--- src/rtl/qed_sched.sv ---
// qed_sched: issues queued originals' duplicates, drains with NOPs, pulses a check.
// Optional feature macro QED_REMAP_EN: remaps duplicate rd/rs1/rs2 into x16..x31.
module qed_sched #(
  parameter int DEPTH      = 8,
  parameter int NOP_CYCLES = 5
) (
  input  logic                     clk,
  input  logic                     reset_n,
  input  logic                     in_valid,
  input  logic [31:0]              in_instr,
  output logic                     in_ready,
  input  logic                     exec_dup,
  output logic [31:0]              instr_out,
  output logic                     dup_mode,
  output logic                     qed_check,
  output logic [$clog2(DEPTH):0]   orig_count
);

  localparam int PW = $clog2(DEPTH);
  localparam int CW = PW + 1;

  localparam logic [31:0]   NOP      = 32'h0000_0013;
  localparam logic [CW-1:0] FULL     = CW'(DEPTH);
  localparam logic [3:0]    DRAIN_LD = 4'(NOP_CYCLES);

  typedef enum logic [1:0] {
    ORIG,
    DUP,
    DRAIN,
    CHECK
  } state_t;

  state_t        state;
  state_t        state_nxt;
  logic [PW-1:0] wr_ptr;
  logic [PW-1:0] wr_ptr_nxt;
  logic [PW-1:0] rd_ptr;
  logic [PW-1:0] rd_ptr_nxt;
  logic [CW-1:0] count_nxt;
  logic [3:0]    drain_cnt;
  logic [3:0]    drain_nxt;
  logic [31:0]   instr_nxt;
  logic [31:0]   dup_instr;
  logic          accept;
  logic [31:0]   fifo [DEPTH];

`ifdef QED_REMAP_EN
  function automatic logic [4:0] remap(input logic [4:0] r);
    return (r == 5'd0) ? r : (r | 5'b10000);
  endfunction

  assign dup_instr = {
    in_instr[31:25],
    remap(in_instr[24:20]),
    remap(in_instr[19:15]),
    in_instr[14:12],
    remap(in_instr[11:7]),
    in_instr[6:0]
  };
`else
  assign dup_instr = in_instr;
`endif

  assign in_ready = (state == ORIG) && (orig_count < FULL);
  assign accept   = in_valid && in_ready;

  always_comb begin
    state_nxt  = state;
    wr_ptr_nxt = wr_ptr;
    rd_ptr_nxt = rd_ptr;
    count_nxt  = orig_count;
    drain_nxt  = drain_cnt;
    instr_nxt  = NOP;
    unique case (state)
      ORIG: begin
        if (accept) begin
          instr_nxt  = in_instr;
          wr_ptr_nxt = wr_ptr + 1'b1;
          count_nxt  = orig_count + 1'b1;
        end
        // a same-cycle accept counts toward the queue being non-empty
        if ((exec_dup && (count_nxt != '0)) ||
            (count_nxt == FULL)) begin
          state_nxt = DUP;
        end
      end
      DUP: begin
        instr_nxt  = fifo[rd_ptr];
        rd_ptr_nxt = rd_ptr + 1'b1;
        count_nxt  = orig_count - 1'b1;
        if (orig_count == CW'(1)) begin
          state_nxt = DRAIN;
          drain_nxt = DRAIN_LD;
        end
      end
      DRAIN: begin
        drain_nxt = drain_cnt - 1'b1;
        if (drain_cnt <= 4'd1) begin
          state_nxt = CHECK;
          drain_nxt = '0;
        end
      end
      CHECK: begin
        wr_ptr_nxt = '0;
        rd_ptr_nxt = '0;
        state_nxt  = ORIG;
      end
      default: begin
        state_nxt = ORIG;
      end
    endcase
  end

  always_ff @(posedge clk or negedge reset_n) begin
    if (!reset_n) begin
      state      <= ORIG;
      wr_ptr     <= '0;
      rd_ptr     <= '0;
      orig_count <= '0;
      drain_cnt  <= '0;
      instr_out  <= NOP;
      dup_mode   <= 1'b0;
      qed_check  <= 1'b0;
    end else begin
      state      <= state_nxt;
      wr_ptr     <= wr_ptr_nxt;
      rd_ptr     <= rd_ptr_nxt;
      orig_count <= count_nxt;
      drain_cnt  <= drain_nxt;
      instr_out  <= instr_nxt;
      dup_mode   <= (state == DUP);
      qed_check  <= (state == CHECK);
    end
  end

  // storage needs no reset: pointers and count define validity
  always_ff @(posedge clk) begin
    if (accept) begin
      fifo[wr_ptr] <= dup_instr;
    end
  end

endmodule

--- config.mk ---
export PLATFORM = sky130hd
export DESIGN_NAME = qed_sched
export DESIGN_NICKNAME = d
export VERILOG_FILES = /design/src/rtl/qed_sched.sv
export SDC_FILE = /design/constraint.sdc
export NUM_CORES = 1
export LEC_CHECK = 0
export BUFFER_PORTS_ARGS = -buffer_cell sky130_fd_sc_hd__clkbuf_2
export CAP_MARGIN = 20
export CORE_UTILIZATION = 55
export DETAILED_ROUTE_END_ITERATION = 8
export GPL_TIMING_DRIVEN = 0
export PLACE_DENSITY = 0.73
export SLEW_MARGIN = 20
export SYNTH_ARGS = -nofsm -noshare
export SYNTH_HDL_FRONTEND = slang
export SYNTH_SLANG_ARGS = --single-unit
--- constraint.sdc ---
create_clock -name clk -period 6.47 [get_ports clk]
set_clock_uncertainty 0.15 [all_clocks]
set_input_delay 1.294 -clock clk [delete_from_list [all_inputs] [get_ports clk]]
set_output_delay 1.294 -clock clk [all_outputs]
set_load 0.1 [all_outputs]
==> flow_summary.rst, run 1 <==
.. list-table::
   :header-rows: 1

   * - Metric
     - Value
   * - Startpoint-to-endpoint class of the critical path
     - input pin to register
   * - Final number of setup-violating endpoints
     - 0
   * - Netlist Area Pre-Place
     - 11,850 um^2
   * - Max-slew headroom
     - 0.3981
   * - Max H-tree Level
     - 1
   * - Leak pwr
     - 4.932 nW
   * - Count of mapped cells out of synthesis
     - 570
   * - Worst reg2reg path endpoint
     - fifo[1][20]
   * - Area growth from synthesis to final layout
     - 18.22%
   * - Post-cts gate resize count
     - 0
   * - Setup repair after global routing missed its margin
     - no
   * - Reg-to-reg critical path startpoint
     - state[0]
   * - Cell-internal power
     - 4.252 mW
   * - Maximum clock path buffer count
     - 3
   * - Proportion of synthesized chip area in sequential cells
     - 0.7549
   * - Worst hold path depth
     - 2
   * - Die Footprint
     - about 22,000 um^2
   * - Share of final-layout standard cells stronger than drive strength 1
     - 0.3788
   * - Number of top-level pins
     - 75
   * - Period utilization
     - 0.6328
   * - Via count of the first global-routing pass
     - 6,324
   * - Number of buffers added for setup after CTS
     - 0
   * - Flop2flop setup slack
     - 2390 ps
   * - Reported net switching power
     - 2.425 mW
   * - Most repeated library cell on the critical path
     - buf_4
   * - Critical path capture point type
     - register
   * - Cts bufs inserted
     - 30
   * - Avg Cell Area, Syn
     - just over 20 um^2
   * - Run status
     - finished clean
   * - Transition time of the tightest slew-check pin
     - 897.9 ps
   * - Critical path data required time
     - 6580 ps
   * - Worst Path Max Fanout
     - 10
   * - Net Sw Frac
     - 0.3632
   * - CTS tree
     - yes
   * - Highest clock frequency the design can meet
     - between 0.2 and 0.25 GHz
   * - Slowest CP cell
     - nor3_2
   * - Detailed-routing iteration count for the pre-antenna-repair pass
     - 5
   * - Startpoint of the worst hold path
     - drain_cnt[1]
   * - TritonCTS sink count
     - between 300 and 400
   * - Total via count after detailed routing
     - 5,988
   * - Number of max-capacitance violations reported
     - 0
   * - Count of standard-cell rows
     - 53
   * - DRT Wirelength
     - 24,040 um
   * - P per Cell Area
     - 476.8 nW/um^2
   * - IR Drop Worst-Case VDD
     - roughly 370 uV
   * - Combinational Power Share
     - 0.347
   * - Commonest cells in the synthesized netlist
     - edfxtp_1 (256), mux4_2 (64), dfrtp_1 (47)
   * - FF+latch count, synth
     - 306
   * - Placer's final routability congestion estimate
     - 0.7872
   * - Remaining global-route overflow
     - 0
   * - GRT Total Usage
     - 0.2271
   * - Maximum number of pins on one net before global-route repair
     - 36
   * - Detail-routed net length per standard cell
     - 24.01 um
   * - Post-synth ARST share
     - 0.1634
   * - Post-layout net count
     - 750
   * - Cells on worst reg2reg path
     - 10
   * - Area post-placement
     - 12,880 um^2
   * - First-pass GRT wire length
     - 36,620 um
   * - Top-area cell type share of the netlist area
     - 0.6489
   * - Design area
     - 14,000 um^2
   * - Top post-synthesis cells by area
     - edfxtp_1 (65%), mux4_2 (12%), dfrtp_1 (9.9%)
   * - Clock period minus final worst setup slack
     - 4094 ps
   * - Delay contributed by the slowest stage of the critical path
     - 760 ps
   * - HPWL after detailed placement
     - 15,820 um
   * - 1st-iter DRT viols
     - 506
   * - Final design utilization
     - 0.6641
   * - Clock latency on the worst-skew pair
     - 550 ps
   * - Kind of start point of the critical path
     - input pin
   * - Max-slew violations
     - 0
   * - Number of hold buffers added after cts
     - 0
   * - Most area-hungry cell type in the Yosys netlist
     - edfxtp_1
   * - Final count of hold timing violations
     - 0
   * - Floorplan die height
     - 148.8 um
   * - Area of the core
     - 21,090 um^2
   * - Worst Hold End
     - drain_cnt[1]
   * - Yosys warns
     - 0
   * - Main synth FF type
     - edfxtp_1
   * - Number of nets produced by synthesis
     - between 600 and 700
   * - Critical path, cell by cell
     - clkbuf_2 > and3_1 > buf_2 > buf_1 > nand2_1 > nor3_2 > buf_4 > buf_6 > buf_4
   * - Starting Density
     - 0.5618
   * - Arrival time reported for the critical path endpoint
     - 4200 ps
   * - Number of unique standard cell types used by synthesis
     - 34
   * - Number of antenna repair diodes
     - 0
   * - Port Buf Inserts
     - 74
   * - Floorplan die width
     - 148.8 um
   * - Most frequent cell after synthesis
     - edfxtp_1
   * - Post-route antenna net violation count
     - 0
   * - DRC Markers
     - 0
   * - Hold Crit Class
     - register to register
   * - Via density
     - 5.982
   * - Clock input transition at the sequential cells of the worst setup and hold paths
     - roughly 60 ps
   * - Clock share of power
     - 0.287
   * - Initial antenna violation count
     - 0
   * - CTS Root Buffer Type
     - clkbuf_16
   * - Count of flip-flops with a built-in enable after synthesis
     - roughly 260
   * - Sequential fraction of design power
     - 0.366
[logic make-up (layout without fill, tap and decap cells)]
| family | Yosys count | count (layout) | synth area share |
|---|---|---|---|
| compound gates | 52 | 52 | 0.03264 |
| xor+xnor | 8 | 8 | 0.005914 |
| buf+inv | 40 | 196 | 0.01679 |
| fa+ha+maj | 12 | 12 | 0.01267 |
| mux | 103 | 103 | 0.1583 |
| flops | 306 | 306 | 0.7549 |
| simple gates | 49 | 49 | 0.01880 |
[metal layers]
metal / vias to the layer above / routed length [um] / track usage
met5: - / 0 / 0
met4: 0 / 642 / 0.07449
met3: 52 / 1190 / 0.02966
met2: 193 / 12480 / 0.3890
met1: 3163 / 9725 / 0.3052
li1: 2580 / - / -
[worst max path at each step]
stage                  start           to  slack (ps)  cells past startpoint
2_1_floorplan  orig_count[3]   fifo[0][0]          60                      3
3_3_place_gp        in_valid  fifo[0][15]       -1880                      3
3_5_place_dp        in_valid  fifo[1][28]        1810                      9
4_1_cts             in_valid  fifo[1][29]        2400                      9
5_1_grt             state[0]  fifo[1][28]        2210                     10
6_report            in_valid  fifo[1][20]        2380                      9
[power groups by stage]
stage / combinational (mW) / sequential [mW] / clock [mW]
6_report: 2.32 / 2.44 / 1.92
5_1_grt: 2.44 / 2.46 / 2.01
4_1_cts: 2.33 / 2.44 / 1.94
3_5_place_dp: 2.32 / 2.48 / 0
3_3_place_gp: 2.24 / 2.47 / 0
2_1_floorplan: 0.997 / 3.31 / 0
[final cells by class]
class,count,area (um^2)
repair buffers,100,644.4
flip-flops and latches,306,8942
plain buffers,28,153.9
inverters,12,45.04
clock buffers,31,775.7
fillers,1376,7083
multi-input cells,224,2754
clock inverters,25,345.3
well taps,275,344.1
[worst max-delay path: cells and delay by family]
kind                   cells  cell delay, ps
buffers and inverters      6            1590
and+or+nand+nor            3            1290
[registers in the layout (all words and copies together), names as in the netlist]
name        flops
dup_mode        1
wr_ptr          3
qed_check       1
drain_cnt       4
fifo          256
instr_out      32
state           2
orig_count      4
rd_ptr          3
[cell usage in the layout, fill, tap and decap left out, drive strengths merged]
master / n
clkbuf: 118
nand2b: 2
edfxtp: 256
or2: 1
a22o: 29
nor3: 6
nand4: 1
nand3: 4
o2111a: 1
mux4: 64
or3: 1
nor4: 1
clkinvlp: 6
dfstp: 3
dfrtp: 47
nor3b: 1
ha: 12
o21ai: 13
a31oi: 1
a21oi: 4
clkinv: 11
mux2: 35
xnor2: 4
or3b: 1
o211ai: 1
and3: 1
inv: 12
o31ai: 2
a211oi: 1
nand2: 18
buf: 41
xor2: 4
bufinv: 8
mux2i: 4
nor2: 12
[stage by stage]
step	setup TNS (ps)	worst slack (ps)	power, mW	instances	hold WS, ps
4_1_cts	0	2400	6.713	1001	383.2
2_1_floorplan	0	58.40	4.305	570	298.5
6_report	0	2376	6.678	1001	378.9
3_3_place_gp	-112020	-1884	4.713	919	311.2
5_1_grt	0	2212	6.914	1001	384.3
3_5_place_dp	0	1808	4.803	945	368.8
No activity file was read; power rests on OpenSTA's default activity.
==> run 2, diff against run 1 <==
Clock period 6.47 ns to 3.9 ns, I/O delays scaled along.
==> flow_summary.rst, run 2 (synthesis gave the netlist of run 1 again) <==
.. list-table::
   :header-rows: 1

   * - Metric
     - Value
   * - Total via count after detailed routing
     - 5,945 (-0.72%)
   * - Overall power after layout
     - 10.52 mW (+58%)
   * - Registers with the most flip-flops
     - fifo x256, instr_out x32
   * - Post-cts gate resize count
     - 0 (unchanged)
   * - Number of buffers added for setup after CTS
     - 0 (unchanged)
   * - Combinational Power Share
     - 0.367 (+0.020)
   * - Startpoint-to-endpoint class of the critical path
     - register to register
   * - Clock input transition at the sequential cells of the worst setup and hold paths
     - 60 ps (about the same)
   * - Worst Path Max Fanout
     - 17 (+7)
   * - Critical path data required time
     - 4000 ps (-2580 ps)
   * - Number of flip-flops in the largest register
     - 256 (unchanged)
   * - Clock period minus final worst setup slack
     - approximately 3600 ps
   * - IR Drop Worst-Case VDD
     - 645.9 uV (+74%)
   * - First-pass GRT wire length
     - 36,290 um (-0.90%)
   * - Floorplan die width
     - 148.8 um (unchanged)
   * - Via density
     - 5.975 (-0.12%)
   * - Area growth from synthesis to final layout
     - 16.97%
   * - Leak pwr
     - 4.826 nW (-2.1%)
   * - Critical path capture point type
     - register
   * - 1st-iter DRT viols
     - 502 (-0.79%)
   * - Worst slack after detailed placement
     - 209.9 ps (-1598 ps)
   * - HPWL after detailed placement
     - 15,590 um (-1.5%)
   * - Post-Route Hold Slack
     - -4.781 ps (-383.7 ps)
   * - Detail-routed net length per standard cell
     - 24.09 um (+0.31%)
   * - Register with the highest flop count
     - fifo
   * - Cell-internal power
     - 6.567 mW (+54%)
   * - Setup repair after global routing missed its margin
     - no
   * - Sequential fraction of design power
     - 0.386 (+0.020)
   * - Highest clock frequency the design can meet
     - roughly 0.28 GHz
   * - Max-slew violations
     - 0 (unchanged)
   * - Arrival time reported for the critical path endpoint
     - 3710 ps (-490 ps)
   * - Net Sw Frac
     - 0.3756 (+0.01246)
   * - Clock latency on the worst-skew pair
     - 550 ps (about the same)
   * - Placer's final routability congestion estimate
     - 0.7688 (-2.3%)
   * - Area of the core
     - 21,090 um^2 (unchanged)
   * - Port Buf Inserts
     - 74 (unchanged)
   * - Remaining global-route overflow
     - 0 (unchanged)
   * - Reported net switching power
     - 3.951 mW (+63%)
   * - P per Cell Area
     - 759.0 nW/um^2 (+59%)
   * - Delay contributed by the slowest stage of the critical path
     - 680 ps (-80 ps)
   * - Share of final-layout standard cells stronger than drive strength 1
     - 0.3486 (-0.03018)
   * - Commonest non-fill, non-tap cells in the layout
     - edfxtp_1 (256), clkbuf_2 (73), mux4_2 (64)
   * - Post-layout net count
     - 744 (-0.80%)
   * - Final number of setup-violating endpoints
     - 0 (unchanged)
   * - Kind of start point of the critical path
     - register
   * - Count of standard-cell rows
     - 53 (unchanged)
   * - Via count of the first global-routing pass
     - 6,360 (+0.57%)
   * - Slowest CP cell
     - nor2_4
   * - DRT Wirelength
     - 23,970 um (-0.29%)
   * - Max H-tree Level
     - 1 (unchanged)
   * - Category of cells accounting for the largest share of critical-path delay
     - simple AND/OR/NAND/NOR gates
   * - Clock share of power
     - 0.248 (-0.039)
   * - Area post-placement
     - 12,970 um^2 (+0.67%)
   * - Max-slew headroom
     - 0.4119 (+0.01375)
   * - TritonCTS sink count
     - 306 (unchanged)
   * - Number of hold buffers added after cts
     - 0 (unchanged)
   * - Number of antenna repair diodes
     - 0 (unchanged)
   * - Detailed-routing iteration count for the pre-antenna-repair pass
     - 5 (unchanged)
   * - Die Footprint
     - 22,130 um^2 (unchanged)
   * - Run status
     - complete, but fails checks
   * - Floorplan die height
     - 148.8 um (unchanged)
   * - Critical path, cell by cell
     - inv_1 > ha_1 > and3_1 > buf_2 > buf_1 > nand2_1 > nor2_4 > buf_16
   * - Cts bufs inserted
     - 30 (unchanged)
   * - GRT Total Usage
     - 0.2255 (-0.001646)
   * - Starting Density
     - 0.5618 (unchanged)
   * - Minimum setup slack in the final design
     - 288.7 ps (-2087 ps)
   * - Number of max-capacitance violations reported
     - 0 (unchanged)
   * - Final count of hold timing violations
     - 6 (+6)
   * - Initial antenna violation count
     - 0 (unchanged)
   * - Post-route antenna net violation count
     - 0 (unchanged)
   * - CTS tree
     - yes
   * - Violated checks
     - hold timing
   * - Maximum clock path buffer count
     - 3 (unchanged)
   * - CTS Root Buffer Type
     - clkbuf_16
   * - Number of top-level pins
     - 75 (unchanged)
   * - DRC Markers
     - 0 (unchanged)
   * - Hold Crit Class
     - input pin to asynchronous set/reset pin
   * - Transition time of the tightest slew-check pin
     - 879.3 ps (-18.58 ps)
   * - Design area
     - 13,860 um^2 (-1.1%)
   * - Period utilization
     - 0.9260
   * - Maximum number of pins on one net before global-route repair
     - 35 (-2.8%)
   * - Worst path bufs/invs
     - 4 (-2)
   * - Layout fillers
     - 1,401 (+1.8%)
   * - Most common cell after layout, fill and taps aside
     - edfxtp_1
-- run 2: cell count changes in the layout (fill, tap and decap cells not counted), sizes merged --
| cell | delta |
|---|---|
| clkinv | -4 |
| bufinv | -8 |
| clkinvlp | -6 |
| clkbuf | +18 |
| buf | -6 |
-- run 2: routing by layer --
metal / routed length [um] / GRT usage / share of wire
met3: 1248 / 0.03333 / 0.052
met5: 0 / 0 / 0
met2: 12390 / 0.3923 / 0.52
met1: 9660 / 0.2974 / 0.40
met4: 671 / 0.06684 / 0.028
-- run 2: per-stage QoR --
| stage | setup TNS [ps] | utilization | instances |
|---|---|---|---|
| floorplan | -21240 | - | 570 |
| global placement | -239560 | 0.5974 | 919 |
| detailed placement | 0 | 0.6150 | 939 |
| CTS | 0 | 0.6571 | 995 |
| global route | 0 | 0.6571 | 995 |
| finish | 0 | 0.6571 | 995 |
-- run 2: final cells by class --
type,instances,area (um^2),share of cell area
Clock inverter,7,33.78,0.002438
Buffer,28,153.9,0.01111
Inverter,12,45.04,0.003251
Timing Repair Buffer,94,694.4,0.05011
Sequential cell,306,8942,0.6453
Clock buffer,49,853.3,0.06158
Multi-Input combinational cell,224,2790,0.2014
Tap cell,275,344.1,0.02483
-- run 2: path summary, 6_finish.rpt --
path | from | to | slack, ps | cells after the start
hold / removal | reset_n | instr_out[20] | -5 | 1
hold reg to reg | drain_cnt[1] | drain_cnt[1] | 350 | 2
setup reg to reg | state[0] | fifo[5][9] | 290 | 8
min in group clk | drain_cnt[1] | drain_cnt[1] | 350 | 2
setup / recovery | state[0] | fifo[5][9] | 290 | 8
max in group asynchronous | reset_n | instr_out[1] | 3030 | 2
-- run 2: power groups by stage --
| stage | Clock [mW] | Sequential (mW) | Combinational, mW |
|---|---|---|---|
| floorplan | 0 | 5.49 | 1.67 |
| global placement | 0 | 4.10 | 3.73 |
| detailed placement | 0 | 4.12 | 3.87 |
| CTS | 2.64 | 4.06 | 3.89 |
| global route | 2.76 | 4.08 | 4.06 |
| finish | 2.61 | 4.06 | 3.86 |
==> run 3, diff against run 2 <==
Settings changed: REMOVE_ABC_BUFFERS set to 1.
==> flow_summary.rst, run 3 (synthesis gave the netlist of run 1 again) <==
.. list-table::
   :header-rows: 1

   * - Metric
     - Value
   * - Clock input transition at the sequential cells of the worst setup and hold paths
     - 60 ps (about the same)
   * - Critical path, cell by cell
     - inv_1 > ha_1 > inv_1 > nor2_1 > nand2_1 > nor4_2 > buf_2 > buf_2 > buf_4 > buf_2
   * - Detail-routed net length per standard cell
     - 23.99 um (-0.42%)
   * - Delay contributed by the slowest stage of the critical path
     - 430 ps (-250 ps)
   * - Number of hold buffers added after cts
     - 0 (unchanged)
   * - Setup repair after global routing missed its margin
     - no
   * - CTS tree
     - yes
   * - Area post-placement
     - 12,900 um^2 (-0.53%)
   * - Area of the core
     - 21,090 um^2 (unchanged)
   * - Worst path bufs/invs
     - 6 (+2)
   * - Maximum clock path buffer count
     - 3 (unchanged)
   * - Worst slack after detailed placement
     - 602.0 ps (+392.1 ps)
   * - TritonCTS sink count
     - 306 (unchanged)
   * - GRT Total Usage
     - 0.2240 (-0.001458)
   * - Final non-filler cell total
     - 983 (-1.2%)
   * - Commonest non-fill, non-tap cells in the layout
     - edfxtp_1 (256), clkbuf_2 (73), mux4_2 (64)
   * - Startpoint-to-endpoint class of the critical path
     - register to register
   * - Final count of hold timing violations
     - 0 (-6)
   * - Clock latency on the worst-skew pair
     - 550 ps (about the same)
   * - DRT Wirelength
     - 23,580 um (-1.6%)
   * - Overall power after layout
     - 10.72 mW (+1.9%)
   * - Critical path capture point type
     - register
   * - DRC Markers
     - 0 (unchanged)
   * - Initial antenna violation count
     - 0 (unchanged)
   * - Count of standard-cell rows
     - 53 (unchanged)
   * - Area growth from synthesis to final layout
     - 17.33%
   * - Worst Path Max Fanout
     - 8 (-9)
   * - HPWL after detailed placement
     - 14,190 um (-9.0%)
   * - Total via count after detailed routing
     - 5,873 (-1.2%)
   * - Post-route antenna net violation count
     - 0 (unchanged)
   * - Transition time of the tightest slew-check pin
     - 848.1 ps (-31.22 ps)
   * - Number of flip-flops in the largest register
     - 256 (unchanged)
   * - Number of buffers added for setup after CTS
     - 0 (unchanged)
   * - Max H-tree Level
     - 1 (unchanged)
   * - Leak pwr
     - 4.869 nW (+0.88%)
   * - Post-placement cell count
     - 925 (-1.5%)
   * - Design area
     - 13,900 um^2 (+0.31%)
   * - Number of max-capacitance violations reported
     - 0 (unchanged)
   * - Minimum setup slack in the final design
     - 630.3 ps (+341.6 ps)
   * - Remaining global-route overflow
     - 0 (unchanged)
   * - Post-cts gate resize count
     - 0 (unchanged)
   * - Most repeated library cell on the critical path
     - buf_2
   * - Final number of setup-violating endpoints
     - 0 (unchanged)
   * - Registers with the most flip-flops
     - fifo x256, instr_out x32
   * - First-pass GRT wire length
     - 36,440 um (+0.42%)
   * - Hold Crit Class
     - input pin to asynchronous set/reset pin
   * - Run status
     - finished clean
   * - Slowest CP cell
     - dfrtp_1
   * - Category of cells accounting for the largest share of critical-path delay
     - buffers and inverters
   * - Final design utilization
     - 0.6591 (+0.002017)
   * - Most common cell after layout, fill and taps aside
     - edfxtp_1
   * - Maximum number of pins on one net before global-route repair
     - 47 (+34%)
   * - Max-slew headroom
     - 0.4315 (+0.01964)
   * - Number of top-level pins
     - 75 (unchanged)
   * - CTS Root Buffer Type
     - clkbuf_16
   * - Register with the highest flop count
     - fifo
   * - Post-layout net count
     - 731 (-1.7%)
   * - Max-slew violations
     - 0 (unchanged)
   * - Starting Density
     - 0.5618 (unchanged)
   * - Floorplan die height
     - 148.8 um (unchanged)
   * - Critical path data required time
     - 3990 ps (about the same)
   * - Clock period minus final worst setup slack
     - 3270 ps (-341.6 ps)
   * - P per Cell Area
     - 771.4 nW/um^2 (+1.6%)
   * - Kind of start point of the critical path
     - register
   * - IR Drop Worst-Case VDD
     - 628.6 uV (-2.7%)
   * - Highest clock frequency the design can meet
     - 0.3058 GHz (+10%)
   * - Share of final-layout standard cells stronger than drive strength 1
     - 0.3814 (+0.03274)
   * - Number of antenna repair diodes
     - 0 (unchanged)
   * - Cts bufs inserted
     - 31 (+3.3%)
   * - 1st-iter DRT viols
     - 439 (-13%)
   * - Via count of the first global-routing pass
     - 6,240 (-1.9%)
   * - Period utilization
     - 0.8384 (-0.08760)
   * - Arrival time reported for the critical path endpoint
     - 3360 ps (-350 ps)
   * - Die Footprint
     - 22,130 um^2 (unchanged)
   * - Port Buf Inserts
     - 74 (unchanged)
   * - Floorplan die width
     - 148.8 um (unchanged)
   * - Detailed-routing iteration count for the pre-antenna-repair pass
     - 4 (-1)
   * - Via density
     - 5.975 (about the same)
   * - Placer's final routability congestion estimate
     - 0.7904 (+2.8%)
[run 3: cell types whose count changed in the layout (fill, tap and decap cells not counted), sizes merged]
cell	delta
clkbuf	-17
bufinv	+3
clkinvlp	+3
buf	-1
clkinv	-1
inv	+1
[run 3: stage by stage]
stage | TNS (ps) | hold slack, ps
3_3_place_gp | -774000 | 316.3
5_1_grt | 0 | 15.88
6_report | 0 | 15.82
4_1_cts | 0 | 23.97
3_5_place_dp | 0 | 333.5
2_1_floorplan | -281000 | 298.5
[run 3: area by class of cell]
| class | count | area [um^2] |
|---|---|---|
| Tap cell | 275 | 344.1 |
| Fill cell | 1363 | 7188 |
| Timing Repair Buffer | 108 | 793.3 |
| Inverter | 12 | 45.04 |
| Multi-Input combinational cell | 224 | 2768 |
| Clock buffer | 45 | 848.3 |
| Sequential cell | 306 | 8951 |
| Clock inverter | 13 | 150.1 |
[run 3: metal layers]
layer,global-route usage,part of all wire,up-vias
met5,0,0,-
met4,0.05969,0.018,0
met3,0.03394,0.056,38
met2,0.3713,0.51,180
met1,0.3156,0.42,3114
li1,-,-,2541
[run 3: path summary, 6_finish.rpt]
path | endpoint | start | slack (ps) | cells past startpoint
worst max-delay path | fifo[0][18] | state[0] | 630 | 10
worst min-delay path | dup_mode | reset_n | 20 | 1
worst max register to register | fifo[0][18] | state[0] | 630 | 10
worst min register to register | drain_cnt[1] | drain_cnt[1] | 350 | 2
max in group asynchronous | instr_out[0] | reset_n | 3000 | 2
min in group clk | drain_cnt[1] | drain_cnt[1] | 350 | 2
[run 3: worst register-to-register path: stages, from the launching register on]
cell	delay, ps
dfrtp_1	430
inv_1	150
ha_1	280
inv_1	120
nor2_1	170
nand2_1	270
nor4_2	420
buf_2	320
buf_2	240
buf_4	200
buf_2	230
[run 3: power breakdown]
part | internal [mW] | leakage (nW) | total, mW | switching (mW)
Combinational | 1.18 | 1.45 | 3.67 | 2.49
Sequential | 3.90 | 2.94 | 4.17 | 0.273
Clock | 1.71 | 0.479 | 2.88 | 1.18
Total | 6.78 | 4.87 | 10.7 | 3.94
